$ cat src/rtl/watch_tick_ctrl_pkg.sv
`default_nettype none
// ============================================================================
// Module   : watch_tick_ctrl_pkg
// Brief    : Mode encodings and counter sizing helper for the watch tick block.
// Revision : 1.0
// ============================================================================
package watch_tick_ctrl_pkg;

    typedef enum logic [1:0] {
        MODE_RUN      = 2'd0,
        MODE_SET_MIN  = 2'd1,
        MODE_SET_HOUR = 2'd2,
        MODE_UNUSED   = 2'd3
    } mode_t;

    function automatic int cnt_w(input int n);
        return (n > 1) ? $clog2(n) : 1;
    endfunction

endpackage
`default_nettype wire

$ cat src/rtl/watch_tick_ctrl_key_debounce.sv
`default_nettype none
// ============================================================================
// Module   : key_debounce
// Brief    : Synchronise and debounce one active-low key, flag debounced presses.
// Revision : 1.0
// ============================================================================
module key_debounce
    import watch_tick_ctrl_pkg::*;
#(
    parameter int DB_CNT = 1000000
) (
    input  logic clk,
    input  logic nreset,
    input  logic key_n,
    output logic pressed,
    output logic level_n
);

    localparam int                 c_cnt_w    = cnt_w(DB_CNT);
    localparam logic [c_cnt_w-1:0] c_cnt_last = c_cnt_w'(DB_CNT - 1);

    logic               r_sync1;
    logic               r_sync2;
    logic               r_level;
    logic               r_pressed;
    logic [c_cnt_w-1:0] r_cnt;

    always_ff @(posedge clk or negedge nreset) begin
        if (!nreset) begin
            r_sync1   <= 1'b1;
            r_sync2   <= 1'b1;
            r_level   <= 1'b1;
            r_pressed <= 1'b0;
            r_cnt     <= '0;
        end else begin
            r_sync1   <= key_n;
            r_sync2   <= r_sync1;
            r_pressed <= 1'b0;
            if (r_sync2 == r_level) begin
                r_cnt <= '0;
            end else if (r_cnt == c_cnt_last) begin
                // Only a 1->0 acceptance is a press; release is silent.
                r_level   <= r_sync2;
                r_pressed <= ~r_sync2;
                r_cnt     <= '0;
            end else begin
                r_cnt <= r_cnt + 1'b1;
            end
        end
    end

    assign pressed = r_pressed;
    assign level_n = r_level;

endmodule
`default_nettype wire

$ cat src/rtl/watch_tick_ctrl.sv
`default_nettype none
// ============================================================================
// Module   : watch_tick_ctrl
// Brief    : Seconds prescaler, key debounce, RUN/SET mode FSM, set increments
//            with auto-repeat and field blink for the DigitalWatch counters.
// Revision : 1.0
// ============================================================================
module watch_tick_ctrl
    import watch_tick_ctrl_pkg::*;
#(
    parameter int DIV     = 50000000,
    parameter int DB_CNT  = 1000000,
    parameter int RPT_DLY = 25000000,
    parameter int RPT_PER = 5000000
) (
    input  logic       clk,
    input  logic       nreset,
    input  logic       key_mode,
    input  logic       key_inc,
    output logic       sec_cin,
    output logic       min_set,
    output logic       hour_set,
    output logic [1:0] mode,
    output logic       blink
);

    localparam int                 c_pre_w    = cnt_w(DIV);
    localparam logic [c_pre_w-1:0] c_pre_last = c_pre_w'(DIV - 1);
    localparam int                 c_blk_half = (DIV / 4 > 0) ? (DIV / 4) : 1;
    localparam int                 c_blk_w    = cnt_w(c_blk_half);
    localparam logic [c_blk_w-1:0] c_blk_last = c_blk_w'(c_blk_half - 1);
    localparam int                 c_rpt_max  = (RPT_DLY > RPT_PER) ? RPT_DLY : RPT_PER;
    localparam int                 c_rpt_w    = cnt_w(c_rpt_max);
    localparam logic [c_rpt_w-1:0] c_dly_last = c_rpt_w'(RPT_DLY - 1);
    localparam logic [c_rpt_w-1:0] c_per_last = c_rpt_w'(RPT_PER - 1);

    // Index 0 is the mode key, index 1 the increment key.
    logic [1:0] w_key_raw;
    logic [1:0] w_press;
    logic [1:0] w_level_n;
    logic       w_unused_mode_lvl;

    assign w_key_raw         = {key_inc, key_mode};
    assign w_unused_mode_lvl = w_level_n[0];

    for (genvar gi = 0; gi < 2; gi++) begin : g_key
        key_debounce #(
            .DB_CNT (DB_CNT)
        ) u_key_debounce (
            .clk     (clk),
            .nreset  (nreset),
            .key_n   (w_key_raw[gi]),
            .pressed (w_press[gi]),
            .level_n (w_level_n[gi])
        );
    end

    mode_t r_mode;
    mode_t w_mode_nxt;

    always_ff @(posedge clk or negedge nreset) begin
        if (!nreset) begin
            r_mode <= MODE_RUN;
        end else begin
            r_mode <= w_mode_nxt;
        end
    end

    always_comb begin
        w_mode_nxt = r_mode;
        unique case (r_mode)
            MODE_RUN:      if (w_press[0]) w_mode_nxt = MODE_SET_MIN;
            MODE_SET_MIN:  if (w_press[0]) w_mode_nxt = MODE_SET_HOUR;
            MODE_SET_HOUR: if (w_press[0]) w_mode_nxt = MODE_RUN;
            default:       w_mode_nxt = MODE_RUN;
        endcase
    end

    // Prescaler: counts only while RUN persists, so a return to RUN restarts from 0.
    logic [c_pre_w-1:0] r_pre_cnt;
    logic [c_pre_w-1:0] w_pre_nxt;
    logic               w_run_stay;
    logic               r_sec;

    assign w_run_stay = (r_mode == MODE_RUN) && (w_mode_nxt == MODE_RUN);
    assign w_pre_nxt  = (r_pre_cnt == c_pre_last) ? '0 : r_pre_cnt + 1'b1;

    always_ff @(posedge clk or negedge nreset) begin
        if (!nreset) begin
            r_pre_cnt <= '0;
            r_sec     <= 1'b0;
        end else if (w_run_stay) begin
            r_pre_cnt <= w_pre_nxt;
            r_sec     <= (w_pre_nxt == c_pre_last);
        end else begin
            r_pre_cnt <= '0;
            r_sec     <= 1'b0;
        end
    end

    logic [c_blk_w-1:0] r_blk_cnt;
    logic               r_blink;
    logic               w_set_entry;

    assign w_set_entry = (w_mode_nxt != r_mode) && (w_mode_nxt != MODE_RUN);

    always_ff @(posedge clk or negedge nreset) begin
        if (!nreset) begin
            r_blk_cnt <= '0;
            r_blink   <= 1'b1;
        end else if ((w_mode_nxt == MODE_RUN) || w_set_entry) begin
            r_blk_cnt <= '0;
            r_blink   <= 1'b1;
        end else if (r_blk_cnt == c_blk_last) begin
            r_blk_cnt <= '0;
            r_blink   <= ~r_blink;
        end else begin
            r_blk_cnt <= r_blk_cnt + 1'b1;
        end
    end

    // Increment pulses: a mode press always wins and disarms repeat until a fresh inc press.
    logic [c_rpt_w-1:0] r_rpt_cnt;
    logic               r_rpt_en;
    logic               r_rpt_first;
    logic               r_min;
    logic               r_hour;
    logic               w_in_set;
    logic               w_rpt_fire;

    assign w_in_set   = (r_mode == MODE_SET_MIN) || (r_mode == MODE_SET_HOUR);
    assign w_rpt_fire = r_rpt_first ? (r_rpt_cnt == c_dly_last) : (r_rpt_cnt == c_per_last);

    always_ff @(posedge clk or negedge nreset) begin
        if (!nreset) begin
            r_rpt_cnt   <= '0;
            r_rpt_en    <= 1'b0;
            r_rpt_first <= 1'b0;
            r_min       <= 1'b0;
            r_hour      <= 1'b0;
        end else begin
            r_min  <= 1'b0;
            r_hour <= 1'b0;
            if (w_press[0]) begin
                r_rpt_en    <= 1'b0;
                r_rpt_first <= 1'b0;
                r_rpt_cnt   <= '0;
            end else if (w_press[1]) begin
                r_min       <= (r_mode == MODE_SET_MIN);
                r_hour      <= (r_mode == MODE_SET_HOUR);
                r_rpt_en    <= w_in_set;
                r_rpt_first <= 1'b1;
                r_rpt_cnt   <= '0;
            end else if (r_rpt_en) begin
                if (w_level_n[1]) begin
                    r_rpt_en  <= 1'b0;
                    r_rpt_cnt <= '0;
                end else if (w_rpt_fire) begin
                    r_min       <= (r_mode == MODE_SET_MIN);
                    r_hour      <= (r_mode == MODE_SET_HOUR);
                    r_rpt_first <= 1'b0;
                    r_rpt_cnt   <= '0;
                end else begin
                    r_rpt_cnt <= r_rpt_cnt + 1'b1;
                end
            end
        end
    end

    assign sec_cin  = r_sec;
    assign min_set  = r_min;
    assign hour_set = r_hour;
    assign mode     = r_mode;
    assign blink    = r_blink;

endmodule
`default_nettype wire
$ cat config.mk
export PLATFORM = sky130hd
export DESIGN_NAME = watch_tick_ctrl
export DESIGN_NICKNAME = d
export VERILOG_FILES = /design/src/rtl/watch_tick_ctrl_pkg.sv /design/src/rtl/watch_tick_ctrl_key_debounce.sv /design/src/rtl/watch_tick_ctrl.sv
export SDC_FILE = /design/constraint.sdc
export NUM_CORES = 1
export LEC_CHECK = 0
export ABC_CLOCK_PERIOD_IN_PS = 3300
export BUFFER_PORTS_ARGS = -buffer_cell sky130_fd_sc_hd__buf_4
export CORE_UTILIZATION = 35
export CTS_CLUSTER_SIZE = 14
export DETAILED_ROUTE_END_ITERATION = 16
export PLACE_DENSITY = 0.52
export SLEW_MARGIN = 40
export SYNTH_ARGS = -nofsm -noshare
export SYNTH_HDL_FRONTEND = slang
export SYNTH_SLANG_ARGS = --single-unit
$ cat constraint.sdc
create_clock -name clk -period 3.3 [get_ports clk]
set_clock_uncertainty 0.05 [all_clocks]
set_input_delay 0.495 -clock clk [delete_from_list [all_inputs] [get_ports clk]]
set_output_delay 0.495 -clock clk [all_outputs]
set_load 0.005 [all_outputs]
==> results.txt <==
Status = completed
Post-DRT Antenna Nets = 0
Iteration-0 DRC Markers = 305
Worst-Margin Slew = 811 ps
Worst-path cell chain = ha_1 > nand3_1 > nor2_1 > nand2_1 > a211o_1 > or4_4 > nor4_2
Final Hold Viols = 0
Required @ worst endpoint = 3570 ps
Post-synthesis cell area = 6690 sq um
Unrepaired setup endpoints after global routing = false
Final period util = 0.854
Via count = 5031
# hold bufs at CTS = 0
Max Fanout on Critical Path = 12
Htree depth = 4
CP delay by family, top = simple AND/OR/NAND/NOR gates
Yosys warns = 0
Synthesized netlist cell count = 703
Hold Crit Class = input pin to async pin
Congestion Overflow GR = 0
Wire per inst = 14.1 um
P per Cell Area = 466 nW/um^2
GPL Wtd Cong = 0.850
Setup repair bufs after CTS = 0
DP Wirelength = 9270 um
Reg area = 3290 sq um
Fin crit period = 2820 ps
Global-route wire length before repair = 23500 um
Critical Path Source Type = flop
Pleak = 3.16 nW
Peak VDD IR = 367 uV
Share of layout cells above drive strength 1 = 0.0903
Max_slew headroom = 0.457
Gr usage total = 0.149
Vias/cell = 5.21
Register bit total from synthesis = 131
CTS Sinks = 131
PostCTS Resize Cnt = 0
CTS tree = done
Largest net degree at the start of global routing = 67
Final wirelength = 13600 um
Synth cell types = 60
Final Setup Violations = 0
Initial core utilization = 0.358
Core Area = 18700 sq um
Max-cap viol count = 0
Crit-path max cell delay = 670 ps
DRC = 0
Syn nets = 716
Initial antenna violation count = 0
Die width = 140 um
I/O pin count = 10
EDFF count, synth = 0
I/O Buffers = 9
Setup TNS = 0 ps
NumNets Final = 731
Sequential-to-total area share from yosys stat = 0.491
Inserted Diodes = 0
Crit path arrival time = 3090 ps
Worst Setup Path Type = flop to flop
# rows = 50
Worst-skew pair later-pin latency = 410 ps
CTS Buf Count = 17
Chip height = 140 um
Root buf cell = clkbuf_16
Main synth FF type = dfrtp_1
Slack of the critical path = 482 ps
Number of fillers in the final layout = 1812
Max clock buf depth = 2
Slew Limit Fails = 0
CP Buf/Inv Count = 0
Pre-CTS WS = 509 ps
Die Footprint = 19700 sq um
Crit-path slowest cell = nor2_1
Pre-antenna DRT Iters = 6
Area Growth Syn to Fin = 13.7%
Ys async rst share = 1.00
CP endpoint kind = flop
Mean post-synth cell area = 9.52 sq um
Maximum clock frequency = 0.355 GHz
Multi-input gate area = 3260 sq um
Clk slew on worst S/H paths = 50 ps
Vias in the first global route = 4943
==> final cells by class <==
cell class | instances | area share
flip-flops and latches | 131 | 0.432
multi-input cells | 539 | 0.429
clock buffers | 21 | 0.0592
well taps | 234 | 0.0385
clock inverters | 11 | 0.0178
repair buffers | 15 | 0.0169
inverters | 14 | 0.00691
==> report_power, final <==
part	switching (mW)	internal, mW	leakage (nW)
combinational	0.0426	0.0120	1.08
clock	0.670	1.20	0.286
sequential	0.00790	1.62	1.79
total	0.720	2.83	3.16
==> per-stage QoR <==
step / cell area, sq um / util / total power [mW] / std cells / hold WS (ps)
floorplan: 6690 / - / 1.67 / 703 / 149
global route: 7610 / 0.407 / 3.69 / 965 / 64.8
detailed placement: 7020 / 0.376 / 1.71 / 933 / 300
CTS: 7610 / 0.407 / 3.61 / 965 / 36.7
global placement: 7020 / 0.376 / 1.71 / 933 / 296
finish: 7610 / 0.407 / 3.55 / 965 / 18.2
==> layer usage <==
layer / vias to the layer above / track usage / part of all wire
li1: 2483 / - / -
met1: 2436 / 0.202 / 0.50
met2: 92 / 0.229 / 0.45
met3: 20 / 0.0332 / 0.034
met4: 0 / 0.0636 / 0.016
met5: - / 0 / 0
==> synth_stat cells, drive strengths merged, types with 13 or more instances <==
library cell    n  area [sq um]
dfrtp         124          3100
nand2          63           236
nor4           13          87.6
a21oi          19          95.1
xnor2          38           333
nand3          47           235
and3           17           108
xor2           54           473
clkbuf         15          56.3
inv            14          52.6
nand4          26           163
nor3           22           110
nor2          124           465
==> cell usage in the layout (no fill, tap or decap), types with 12 or more instances in the layout <==
cell type	instances
nor2_1	124
dfrtp_1	124
nand2_1	63
xor2_1	54
nand3_1	47
xnor2_1	38
nand4_1	26
nor3_1	22
a21oi_1	19
clkbuf_16	17
and3_1	16
inv_1	14
buf_4	13
nor4_1	12
==> kinds of logic after synthesis <==
kind of cell             Yosys count  share of synthesized area
AO/OA/AOI/OAI                     56                     0.0566
XOR/XNOR                          92                      0.120
adder cells (fa/ha/maj)            9                     0.0168
buffers and inverters             33                     0.0213
flip-flops                       131                      0.491
multiplexers                       9                     0.0140
AND/OR/NAND/NOR                  373                      0.280
==> state kept, by name (all words and copies together), names as in the netlist, 2 cells and up <==
| register | flops |
|---|---|
| r_rpt_cnt | 25 |
| r_pre_cnt | 26 |
| g_key.u_key_debounce.level_n | 2 |
| g_key.u_key_debounce.pressed | 2 |
| g_key.u_key_debounce.r_cnt | 40 |
| g_key.u_key_debounce.r_sync2 | 2 |
| r_blk_cnt | 24 |
| mode | 2 |
| g_key.u_key_debounce.r_sync1 | 2 |
==> final timing paths <==
| kind | to | slack [ps] | start | cells after the start |
|---|---|---|---|---|
| min in group clk | g_key[1].u_key_debounce.r_sync1 | 140 | key_inc | 1 |
| worst max register to register | sec_cin | 480 | r_pre_cnt[0] | 7 |
| worst max-delay path | sec_cin | 480 | r_pre_cnt[0] | 7 |
| worst min register to register | g_key[0].u_key_debounce.r_sync2 | 310 | g_key[0].u_key_debounce.r_sync1 | 0 |
| worst min-delay path | r_pre_cnt[23] | 20 | nreset | 1 |
| max in group asynchronous | g_key[1].u_key_debounce.r_sync1 | 2360 | nreset | 2 |
Note: power is estimated with default switching activity, not from simulation.
